### src/rtl/serial_word_loader.sv
// Sequences a 16-bit SIPO shift register to assemble serial words and hands them off with valid/ready and a write address.
// Latency: word presented the cycle after its 16th bit; stalls in PRESENT until accepted; bits arriving outside SHIFT are dropped and flagged.
module serial_word_loader #(
  parameter int WORD_COUNT = 32768,
  parameter int ADDR_W     = 15
) (
  input  logic              clk,
  input  logic              resetb,
  input  logic              start_i,
  input  logic              abort_i,
  input  logic              bit_i,
  input  logic              bit_valid_i,
  output logic              shift_en_o,
  output logic              shift_in_o,
  input  logic [15:0]       sr_word_i,
  output logic [15:0]       word_o,
  output logic              word_valid_o,
  input  logic              word_ready_i,
  output logic [ADDR_W-1:0] addr_o,
  output logic              busy_o,
  output logic              done_o,
  output logic              overrun_o
);

  typedef enum logic [1:0] {
    IDLE    = 2'd0,
    SHIFT   = 2'd1,
    PRESENT = 2'd2,
    DONE    = 2'd3
  } state_t;

  localparam logic [ADDR_W-1:0] LAST_ADDR = ADDR_W'(WORD_COUNT - 1);

  state_t     state;
  logic [3:0] bit_cnt;

  // The register only advances in SHIFT, so its output is stable while a word is presented.
  assign shift_en_o = (state == SHIFT) && bit_valid_i;
  assign shift_in_o = bit_i;
  assign word_o     = sr_word_i;
  assign busy_o     = (state == SHIFT) || (state == PRESENT);

  always_ff @(posedge clk) begin
    if (!resetb) begin
      state        <= IDLE;
      bit_cnt      <= 4'd0;
      addr_o       <= '0;
      word_valid_o <= 1'b0;
      done_o       <= 1'b0;
      overrun_o    <= 1'b0;
    end else if (abort_i) begin
      state        <= IDLE;
      bit_cnt      <= 4'd0;
      addr_o       <= '0;
      word_valid_o <= 1'b0;
      done_o       <= 1'b0;
    end else begin
      case (state)
        IDLE, DONE: begin
          if (start_i) begin
            state     <= SHIFT;
            bit_cnt   <= 4'd0;
            addr_o    <= '0;
            done_o    <= 1'b0;
            overrun_o <= 1'b0;
          end else if (bit_valid_i) begin
            overrun_o <= 1'b1;
          end
        end
        SHIFT: begin
          if (bit_valid_i) begin
            bit_cnt <= bit_cnt + 4'd1;
            if (bit_cnt == 4'd15) begin
              state        <= PRESENT;
              word_valid_o <= 1'b1;
            end
          end
        end
        PRESENT: begin
          if (bit_valid_i) begin
            overrun_o <= 1'b1;
          end
          if (word_ready_i) begin
            word_valid_o <= 1'b0;
            if (addr_o == LAST_ADDR) begin
              state  <= DONE;
              done_o <= 1'b1;
            end else begin
              state  <= SHIFT;
              addr_o <= addr_o + 1'b1;
            end
          end
        end
        default: state <= IDLE;
      endcase
    end
  end

endmodule

### config.mk
export PLATFORM = sky130hd
export DESIGN_NAME = serial_word_loader
export DESIGN_NICKNAME = d
export VERILOG_FILES = /design/src/rtl/serial_word_loader.sv
export SDC_FILE = /design/constraint.sdc
export NUM_CORES = 1
export LEC_CHECK = 0
export CAP_MARGIN = 10
export CORE_UTILIZATION = 50
export DETAILED_ROUTE_END_ITERATION = 12
export DONT_BUFFER_PORTS = 1
export PLACE_DENSITY = 0.7
export REMOVE_ABC_BUFFERS = 1
export SYNTH_ARGS = -nofsm -noshare
export SYNTH_HDL_FRONTEND = slang
export SYNTH_SLANG_ARGS = --single-unit
### constraint.sdc
create_clock -name clk -period 2.6 [get_ports clk]
set_input_delay 0.26 -clock clk [delete_from_list [all_inputs] [get_ports clk]]
set_output_delay 0.26 -clock clk [all_outputs]
set_load 0.05 [all_outputs]
# Word level (Yosys, flattened, before mapping)
# Index checks and enable logic that the tools add are counted.
totals:
  input_bits: 23
  memories: 0
  out_inout_bits: 37
  ff_bits: 24
  ram_bits: 0
  latchBits: 0
  romBits: 0
op_classes:
  div: 0
  n_shift: 0
  muxes: 24
  order_cmp: 0
  n_reduce_logical: 14
  mul: 0
  n_eq_ne: 11
  add_sub_neg: 2
  bitwise_logic: 2
ops:
  columns: ["cell", "count"]
  rows:
  - ["$mux W15", 3]
  - ["$pmux W15 S2", 1]
  - ["$reduce_and A4 Y1", 4]
  - ["$add A15 B1 Y15 const B", 1]
  - ["$eq A15 B15 Y1 const B", 1]
  - ["$mux W2", 5]
  - ["$mux W1", 8]
  - ["$mux W4", 2]
  - ["$ne A2 B2 Y1 const B", 4]
  - ["$pmux W4 S2", 1]
  - ["$pmux W1 S2", 3]
  - ["$pmux W2 S3", 1]
  - ["$reduce_bool A2 Y1", 3]
  - ["$add A4 B1 Y4 const B", 1]
  - ["$eq A2 B2 Y1 const B", 2]
  - ["$eq A4 B4 Y1 const B", 1]
  - ["$ne A2 B1 Y1 const B", 2]
  - ["$reduce_or A2 Y1", 2]
  - ["$reduce_and A3 Y1", 1]
  - ["$eq A2 B1 Y1 const B", 1]
  - ["$logic_not A2 Y1", 1]
  - ["$not A1 Y1", 2]
  - ["$reduce_and A2 Y1", 1]
  - ["$logic_and A1 B1 Y1", 1]
  - ["$logic_or A1 B1 Y1", 1]

# Depth between registers and ports, before layout
# Gate-level depths: netlist of run 1.
logic_depth:
  word_depth: 4
  ltp_mapped: 8
  mapped_depth_nobuf: 7

# Worst setup path after synthesis of run 1
# No wires, ideal clock.
synth_timing:
  path_kind: "reg-to-reg"
  start: "reg state[0]"
  end: "reg addr_o[5]"
  required_ns: 2.525
  path_slack_ns: 0.476
  stages_incl_launch_ff: 9
  synth_period_minus_slack_ns: 2.124
  path_buffers: 1
  arrival_time_ns: 2.049
  path_cell_list: "dfxtp_1 -> inv_1 -> ha_1 -> inv_1 -> a211o_1 -> nor3_1 -> buf_2 -> a41oi_1 -> a31oi_1"
synth_via:
  elab_chain_len: 4
synth_rtl:
  columns: ["element", "line_no", "text"]
  rows:
  - ["from (decl)", "34", "state_t state;"]
  - ["from (signal assigned)", "45", "state <= IDLE;"]
  - ["from (signal assigned)", "52", "state <= IDLE;"]
  - ["from (signal assigned)", "61", "state <= SHIFT;"]
  - ["$eq A2 B2 Y1 or $logic_not A2 Y1 (tied branches)", "58", "case (state)"]
  - ["$reduce_or A2 Y1", "58", null]
  - ["$ne A2 B2 Y1 (no line) or $reduce_bool A2 Y1 (tied branches)", null, null]
  - ["$reduce_and A4 Y1 (no line)", null, null]
  - ["to (signal assigned)", "90", "addr_o <= addr_o + 1'b1;"]
  - ["to (decl)", "19", "output logic [ADDR_W-1:0] addr_o,"]
# Several ways; a longest one is shown, not always the timed one.
# A chain may end at the register's enable or synchronous reset.

# Worst setup path in the final report of run 1
layout_timing:
  start: "reg state[0]"
  end: "reg addr_o[8]"
# Same word-level chain as after synthesis.

==> results.tsv, run 1 <==
metric	value	unit
status	finished, final reports clean	
fp.dieW	55.6	um
synthArstFlopShare	0	%
p_total	0.000648	W
fin_nets	209	
use_met3	9.07	%
rows	19	
coreArea	2730	um^2
wl_per_cell	17.2	um
gp_congestion	0.823	
cp-end-kind	flip-flop	
grt_pass1_wl	6120	um
path_max_fanout	7	
met2_usage	37.5	%
fmax	470	MHz
postCtsResizedCells	0	
synth_edf_count	0	
grt_setup_unrepaired	no	
use_met1	32.6	%
power_density	431	nW/um^2
cts-root-buf	clkbuf_4	
diodes	0	
synth_area	1440	um^2
initial_utilization	52.5	%
crit_path_start_kind	flip-flop	
worst-setup-path-type	reg -> reg	
crit_arrival	2.38	ns
vias	1330	
synth-seq-area-share	33.5	%
netlist_instances	179	
drc_errors	0	
worstPathRequired	2.85	ns
hold_path.class	in -> reg	
ys_ff_latch	24	
areaGrowthSynthToFinish	4.88	%
fin_crit_sh	81.8	%
finalSetupViolations	0	
cap_viol_max_count	0	
syn_area_per_cell	8.02	um^2
clk_pin_slew	0.14	ns
antenna_found_initial	0	
grt_overflow	0	
top_usage_layer	met2	
grt_usage	24.8	%
dieArea	3090	um^2
synth_most_common_cell	dfxtp_1	
report.final.slew_viol_count	0	
yosysWarnings	0	
hpwl	2800	um
slew_headroom	63.7	%
drt-vias-per-instance	6.27	
drt_iter0_markers	26	
min_period	2.13	ns
port_buffers	0	
first_pass_iters	4	
cts_sinks	24	
clk_latency	0.33	ns
vdd_drop_max	0.312	mV
drt-total-wl	3640	um
worst_pin_slew	0.539	ns
synth.distinct_cells	44	
grt_max_degree	14	
power.leakage	0.565	nW
ys.flop_type	dfxtp_1	
cts_setup_buffers	0	
hold_buffers	0	
cts_buffer_depth	2	
layout-drive-gt1-share	16.6	%
cts_inserted_buffers	3	
tns	0	ns
die_h	55.6	um
route.antenna.remaining_nets	0	
hold_viol	0	
pin_count	60	
synth_common_cells	24 x dfxtp_1, 18 x buf_4, 17 x nor2_1	
cts_tree	done	
grt_pass1_vias	1288	
yosys-top-cells-area	dfxtp_1 33%, buf_4 9.4%, a21oi_1 5.6%	
cts.htree.levels	1	
fill_cells	259	
netlist.area_leader.share	33.5	%
synth_area_leader_cell	dfxtp_1	
fin_skew	0.0113	ns
-- through the flow --
| step | instances | area, um^2 | utilization, % | setup WS (ns) | hold slack, ns |
|---|---|---|---|---|---|
| 6_report | 212 | 1510 | 55.1 | 0.474 | 0.0173 |
| 3_5_place_dp | 208 | 1470 | 53.7 | 0.543 | 0.377 |
| 5_1_grt | 212 | 1510 | 55.1 | 0.335 | 0.0185 |
| 4_1_cts | 212 | 1510 | 55.1 | 0.487 | 0.0264 |
| 2_1_floorplan | 158 | 1290 | - | 0.164 | 0.371 |
| 3_3_place_gp | 208 | 1470 | 53.7 | 0.605 | 0.372 |
-- critical path: stages (launching register included) --
cell	delay, ns
dfxtp_1	0.38
inv_1	0.05
ha_1	0.34
nor2b_1	0.20
a211o_1	0.33
nor3_1	0.28
buf_4	0.20
a41oi_1	0.11
a31oi_1	0.15
-- per-layer routing --
layer / part of all wire [%] / vias to the layer above
met5: 0 / -
met4: 1.2 / 0
met3: 8.6 / 5
met2: 45 / 55
met1: 45 / 619
li1: - / 651
-- final timing paths --
kind / end / from / slack, ns / cells past startpoint
setup / recovery: addr_o[8] / state[0] / 0.47 / 8
setup reg to reg: addr_o[8] / state[0] / 0.47 / 8
hold / removal: overrun_o / start_i / 0.02 / 1
hold reg to reg: bit_cnt[3] / bit_cnt[3] / 0.50 / 2
-- power by group --
group,total (W),switching [W],internal (W)
combinational,0.0000659,0.0000444,0.0000215
clock,0.000205,0.000119,0.0000857
sequential,0.000377,0.00000687,0.000371
-- logic make-up (layout without fill, tap and decap cells) --
| group | Yosys count | count (layout) | synth area share [%] |
|---|---|---|---|
| AO/OA/AOI/OAI | 58 | 58 | 27.2 |
| AND/OR/NAND/NOR | 66 | 66 | 24.0 |
| buffers and inverters | 27 | 29 | 11.9 |
| adder cells (fa/ha/maj) | 4 | 4 | 3.49 |
| flip-flops | 24 | 24 | 33.5 |
-- flip-flops by register name (all words and copies together) (netlist names) --
signal	flops
addr_o	15
overrun_o	1
bit_cnt	4
done_o	1
state	2
word_valid_o	1
-- area by class of cell --
class | count | area, um^2 | area share (%)
timing repair buffer | 19 | 143 | 9.48
clock buffer | 4 | 36.3 | 2.41
inverter | 6 | 22.5 | 1.50
tap | 31 | 38.8 | 2.58
sequential | 24 | 480 | 31.9
multi-input combinational | 128 | 785 | 52.1
-- layout by cell type, fill, tap and decap left out, drive strengths merged, types with 2 or more instances in the layout --
cell	count
nand4	5
nand3	7
buf	19
nand2b	2
clkbuf	4
nor2	17
nor2b	4
ha	4
inv	6
a211oi	3
a41oi	3
a32o	3
nor3	3
dfxtp	24
nor4	2
and2	2
or3	2
o21ai	14
nand2	17
a21oi	16
a31oi	8
and3	2
No activity file was read; power rests on OpenSTA's default activity.
==> run 2: changes to the inputs <==
==> constraint.sdc (replaced) <==
create_clock -name clk -period 2 [get_ports clk]
set_input_delay 0.2 -clock clk [delete_from_list [all_inputs] [get_ports clk]]
set_output_delay 0.2 -clock clk [all_outputs]
set_load 0.05 [all_outputs]
==> results.tsv, run 2 (same netlist as run 1, synthesis figures left out) <==
metric	value	unit
clk_pin_slew	0.14	ns
worst_slack	0.0907	ns
route.antenna.remaining_nets	0	
cts.htree.levels	1	
r2r_cells	8	
placed_area	1510	um^2
fin_crit_sh	95.5	%
drt-vias-per-instance	6.59	
critPathLaunch	state[0]	
cts_inserted_buffers	3	
power_density	585	nW/um^2
layout-drive-gt1-share	24.1	%
min_period	1.91	ns
fmax	524	MHz
worstReg2RegStart	state[0]	
initial_utilization	52.5	%
fin_nets	219	
hold_viol	0	
final_cell_mix	25 x buf_4, 22 x dfxtp_1, 16 x nand2_1, 16 x a21oi_1, 16 x nor2_1	
largest_reg_flops	15	
rr_endpoint	addr_o[7]	
grt_usage	26.2	%
final_common_cell	buf_4	
cp-end-kind	flip-flop	
cts_sinks	24	
fin_skew	0.00458	ns
stdcell_count	222	
dieArea	3090	um^2
worst-setup-path-type	reg -> reg	
drc_errors	0	
fin_area	1650	um^2
die_h	55.6	um
worst_pin_slew	0.606	ns
vias	1464	
wl_per_cell	18.1	um
regMostFlops	addr_o	
grt_overflow	0	
rrSetupSlack	0.09	ns
crit_path_start_kind	flip-flop	
dp_cells	214	
slew_headroom	59.2	%
post-place-ws	0.0122	ns
hold_path.class	in -> reg	
report.final.slew_viol_count	0	
fill_cells	244	
areaGrowthSynthToFinish	14.6	%
drt_iter0_markers	79	
grt_setup_unrepaired	no	
antenna_found_initial	0	
pin_count	60	
crit_arrival	2.14	ns
cts_tree	done	
grt_max_degree	15	
power.leakage	0.622	nW
status	finished, final reports clean	
rows	19	
worstPathRequired	2.23	ns
grt_pass1_vias	1326	
clk_latency	0.33	ns
vdd_drop_max	0.484	mV
p_total	0.000963	W
cts_buffer_depth	2	
hpwl	2820	um
tns	0	ns
cap_viol_max_count	0	
coreArea	2730	um^2
port_buffers	0	
cts-root-buf	clkbuf_4	
endpoint	addr_o[7]	
fp.dieW	55.6	um
path_max_fanout	5	
gp_congestion	0.828	
diodes	0	
first_pass_iters	4	
finalSetupViolations	0	
drt-total-wl	4020	um
grt_pass1_wl	6290	um
reg_top3	addr_o: 15 flops, bit_cnt: 4 flops, state: 2 flops	
run 2: final cells by class:
class	count	area [um^2]	area share [%]
Tap cell	31	38.8	2.36
Timing Repair Buffer	29	224	13.6
Inverter	6	22.5	1.37
Clock inverter	1	30.0	1.83
Multi-Input combinational cell	128	825	50.1
Clock buffer	3	22.5	1.37
Sequential cell	24	483	29.4
run 2: critical path, cell delays in order (launching register included):
cell and delay, ns:
dfxtp_2 0.37, inv_1 0.07, ha_4 0.25, nor2b_1 0.16, buf_4 0.15, a211oi_4 0.35
nor2_1 0.10, o21ai_0 0.24, o41ai_1 0.11
run 2: where the power goes:
group          total, W  switching (W)  internal, W
sequential     0.000491     0.00000908     0.000482
combinational  0.000107      0.0000645    0.0000423
clock          0.000365       0.000162     0.000203
total          0.000963       0.000236     0.000727
run 2: worst min-delay path by stage:
stage / from / end / cells after the start
floorplan: start_i / overrun_o / 1
global placement: start_i / overrun_o / 1
detailed placement: start_i / overrun_o / 1
CTS: start_i / bit_cnt[3] / 3
global route: start_i / bit_cnt[3] / 3
finish: start_i / bit_cnt[3] / 3
run 2: timing repair:
action / CTS / global route
gates cloned: 1 / 0
endpoints found under the setup margin: 2 / 14
endpoints found under the hold margin: 1 / 0
buffers inserted: 1 / 0
hold buffers: 2 / 0
resized for setup: 1 / 10
pin swaps: 1 / 1
run 2: layer usage:
layer | GRT usage (%) | wire length, um
met1 | 33.5 | 1620
met2 | 38.9 | 1880
met3 | 9.53 | 435
met4 | 12.5 | 84
met5 | 3.57 | 0
run 2: through the flow:
| step | util [%] | hold slack, ns |
|---|---|---|
| floorplan | - | 0.311 |
| global placement | 55.4 | 0.313 |
| detailed placement | 55.4 | 0.317 |
| CTS | 58.9 | 0.146 |
| global route | 60.2 | 0.177 |
| finish | 60.2 | 0.158 |
==> run 3: changes to the inputs <==
--- a/config.mk
+++ b/config.mk
@@ -10,7 +10,9 @@
 export DETAILED_ROUTE_END_ITERATION = 12
 export DONT_BUFFER_PORTS = 1
 export PLACE_DENSITY = 0.7
+export RECOVER_POWER = 50
 export REMOVE_ABC_BUFFERS = 1
+export SLEW_MARGIN = 15
 export SYNTH_ARGS = -nofsm -noshare
 export SYNTH_HDL_FRONTEND = slang
 export SYNTH_SLANG_ARGS = --single-unit
==> results.tsv, run 3 (same netlist as run 1, synthesis figures left out) <==
metric	value	unit
worstPathRequired	2.22	ns
slew_headroom	48.0	%
rows	19	
reg_top3	addr_o: 15 flops, bit_cnt: 4 flops, state: 2 flops	
hold_path.class	in -> reg	
diodes	0	
fmax	521	MHz
power_density	593	nW/um^2
final_cell_mix	22 x dfxtp_1, 18 x buf_4, 16 x nand2_1, 16 x a21oi_1, 16 x nor2_1	
fill_cells	252	
crit_arrival	2.14	ns
fin_skew	0.00334	ns
cts_tree	done	
tns	0	ns
cts-root-buf	clkbuf_4	
fin_crit_sh	96.0	%
grt_max_degree	15	
grt_pass1_wl	6290	um
drt-total-wl	4020	um
hold_viol	0	
crit_path_start_kind	flip-flop	
path_max_fanout	5	
fp.dieW	55.6	um
worst_pin_slew	0.780	ns
coreArea	2730	um^2
vdd_drop_max	0.484	mV
gp_congestion	0.828	
crit_chain	inv_1, ha_4, nor2b_1, buf_4, a211oi_4, nor2_1, o21ai_0, o41ai_1	
cp-end-kind	flip-flop	
areaGrowthSynthToFinish	12.8	%
grt_overflow	0	
regMostFlops	addr_o	
grt_pass1_vias	1326	
fin_nets	219	
worst-setup-path-type	reg -> reg	
clk_latency	0.33	ns
min_period	1.92	ns
hpwl	2820	um
cpMaxStageDelayCell	dfxtp_2	
multi_input_area	825	um^2
clk_pin_slew	0.14	ns
drt_iter0_markers	87	
drt-vias-per-instance	6.56	
crit_family	compound AO/OA/AOI/OAI gates	
grt_usage	26.2	%
slowest_delay	0.37	ns
initial_utilization	52.5	%
finalSetupViolations	0	
wl_per_cell	18.1	um
first_pass_iters	4	
layout-drive-gt1-share	20.4	%
route.antenna.remaining_nets	0	
path_buf_inv	2	
cap_viol_max_count	0	
cts.htree.levels	1	
antenna_found_initial	0	
final_common_cell	dfxtp_1	
power.leakage	0.592	nW
regArea	483	um^2
grt_setup_unrepaired	no	
cts_buffer_depth	2	
dieArea	3090	um^2
cts_inserted_buffers	3	
port_buffers	0	
cts_sinks	24	
pin_count	60	
report.final.slew_viol_count	0	
die_h	55.6	um
whs	0.162	ns
vias	1456	
drc_errors	0	
largest_reg_flops	15	
status	finished, final reports clean	
run 3: cell count changes in the layout (fill, tap and decap cells not counted), sizes merged:
cell / previous run / this run
clkbuf: 3 / 10
buf: 27 / 20
run 3: repair_timing:
action / CTS / global route
endpoints found under the setup margin: 2 / 14
gates resized for setup: 1 / 10
cloned: 1 / 0
hold endpoints to repair: 1 / 0
hold buffers: 2 / 0
pin swaps: 1 / 1
setup buffers: 1 / 0
run 3: final timing paths:
path,startpoint,endpoint,slack (ns),cells after the start
setup / recovery,state[0],addr_o[7],0.08,8
hold / removal,start_i,bit_cnt[3],0.16,3
hold reg to reg,bit_cnt[2],bit_cnt[2],0.51,2
setup reg to reg,state[0],addr_o[7],0.08,8
run 3: where the power goes:
group          switching, W  internal, W
combinational     0.0000646    0.0000423
sequential       0.00000909     0.000482
clock              0.000160     0.000203
total              0.000233     0.000727
run 3: layout make-up:
class | instances | area share, %
Inverter | 6 | 1.39
Sequential cell | 24 | 29.8
Clock inverter | 1 | 1.85
Timing Repair Buffer | 29 | 12.2
Clock buffer | 3 | 1.39
Multi-Input combinational cell | 128 | 50.9
Tap cell | 31 | 2.40
run 3: metrics by stage:
| stage | worst slack, ns | power [W] | std cells | instance area [um^2] | util, % |
|---|---|---|---|---|---|
| global placement | 0.114 | 0.000592 | 214 | 1510 | 55.4 |
| detailed placement | 0.0122 | 0.000594 | 214 | 1510 | 55.4 |
| CTS | 0.00276 | 0.000961 | 222 | 1610 | 58.9 |
| finish | 0.0804 | 0.000961 | 222 | 1620 | 59.2 |
| global route | 0.0261 | 0.000989 | 222 | 1620 | 59.2 |
| floorplan | -0.436 | 0.000567 | 158 | 1290 | - |
run 3: worst min-delay path: stages:
cell     delay (ns)
nand2_1        0.06
o21ai_0        0.08
a21oi_1        0.12
run 3: per-layer routing:
| layer | vias up | wire length (um) | track usage (%) |
|---|---|---|---|
| met5 | - | 0 | 3.57 |
| met4 | 0 | 82 | 12.5 |
| met3 | 12 | 404 | 9.53 |
| met2 | 88 | 1900 | 38.9 |
| met1 | 689 | 1630 | 33.5 |
| li1 | 667 | - | - |
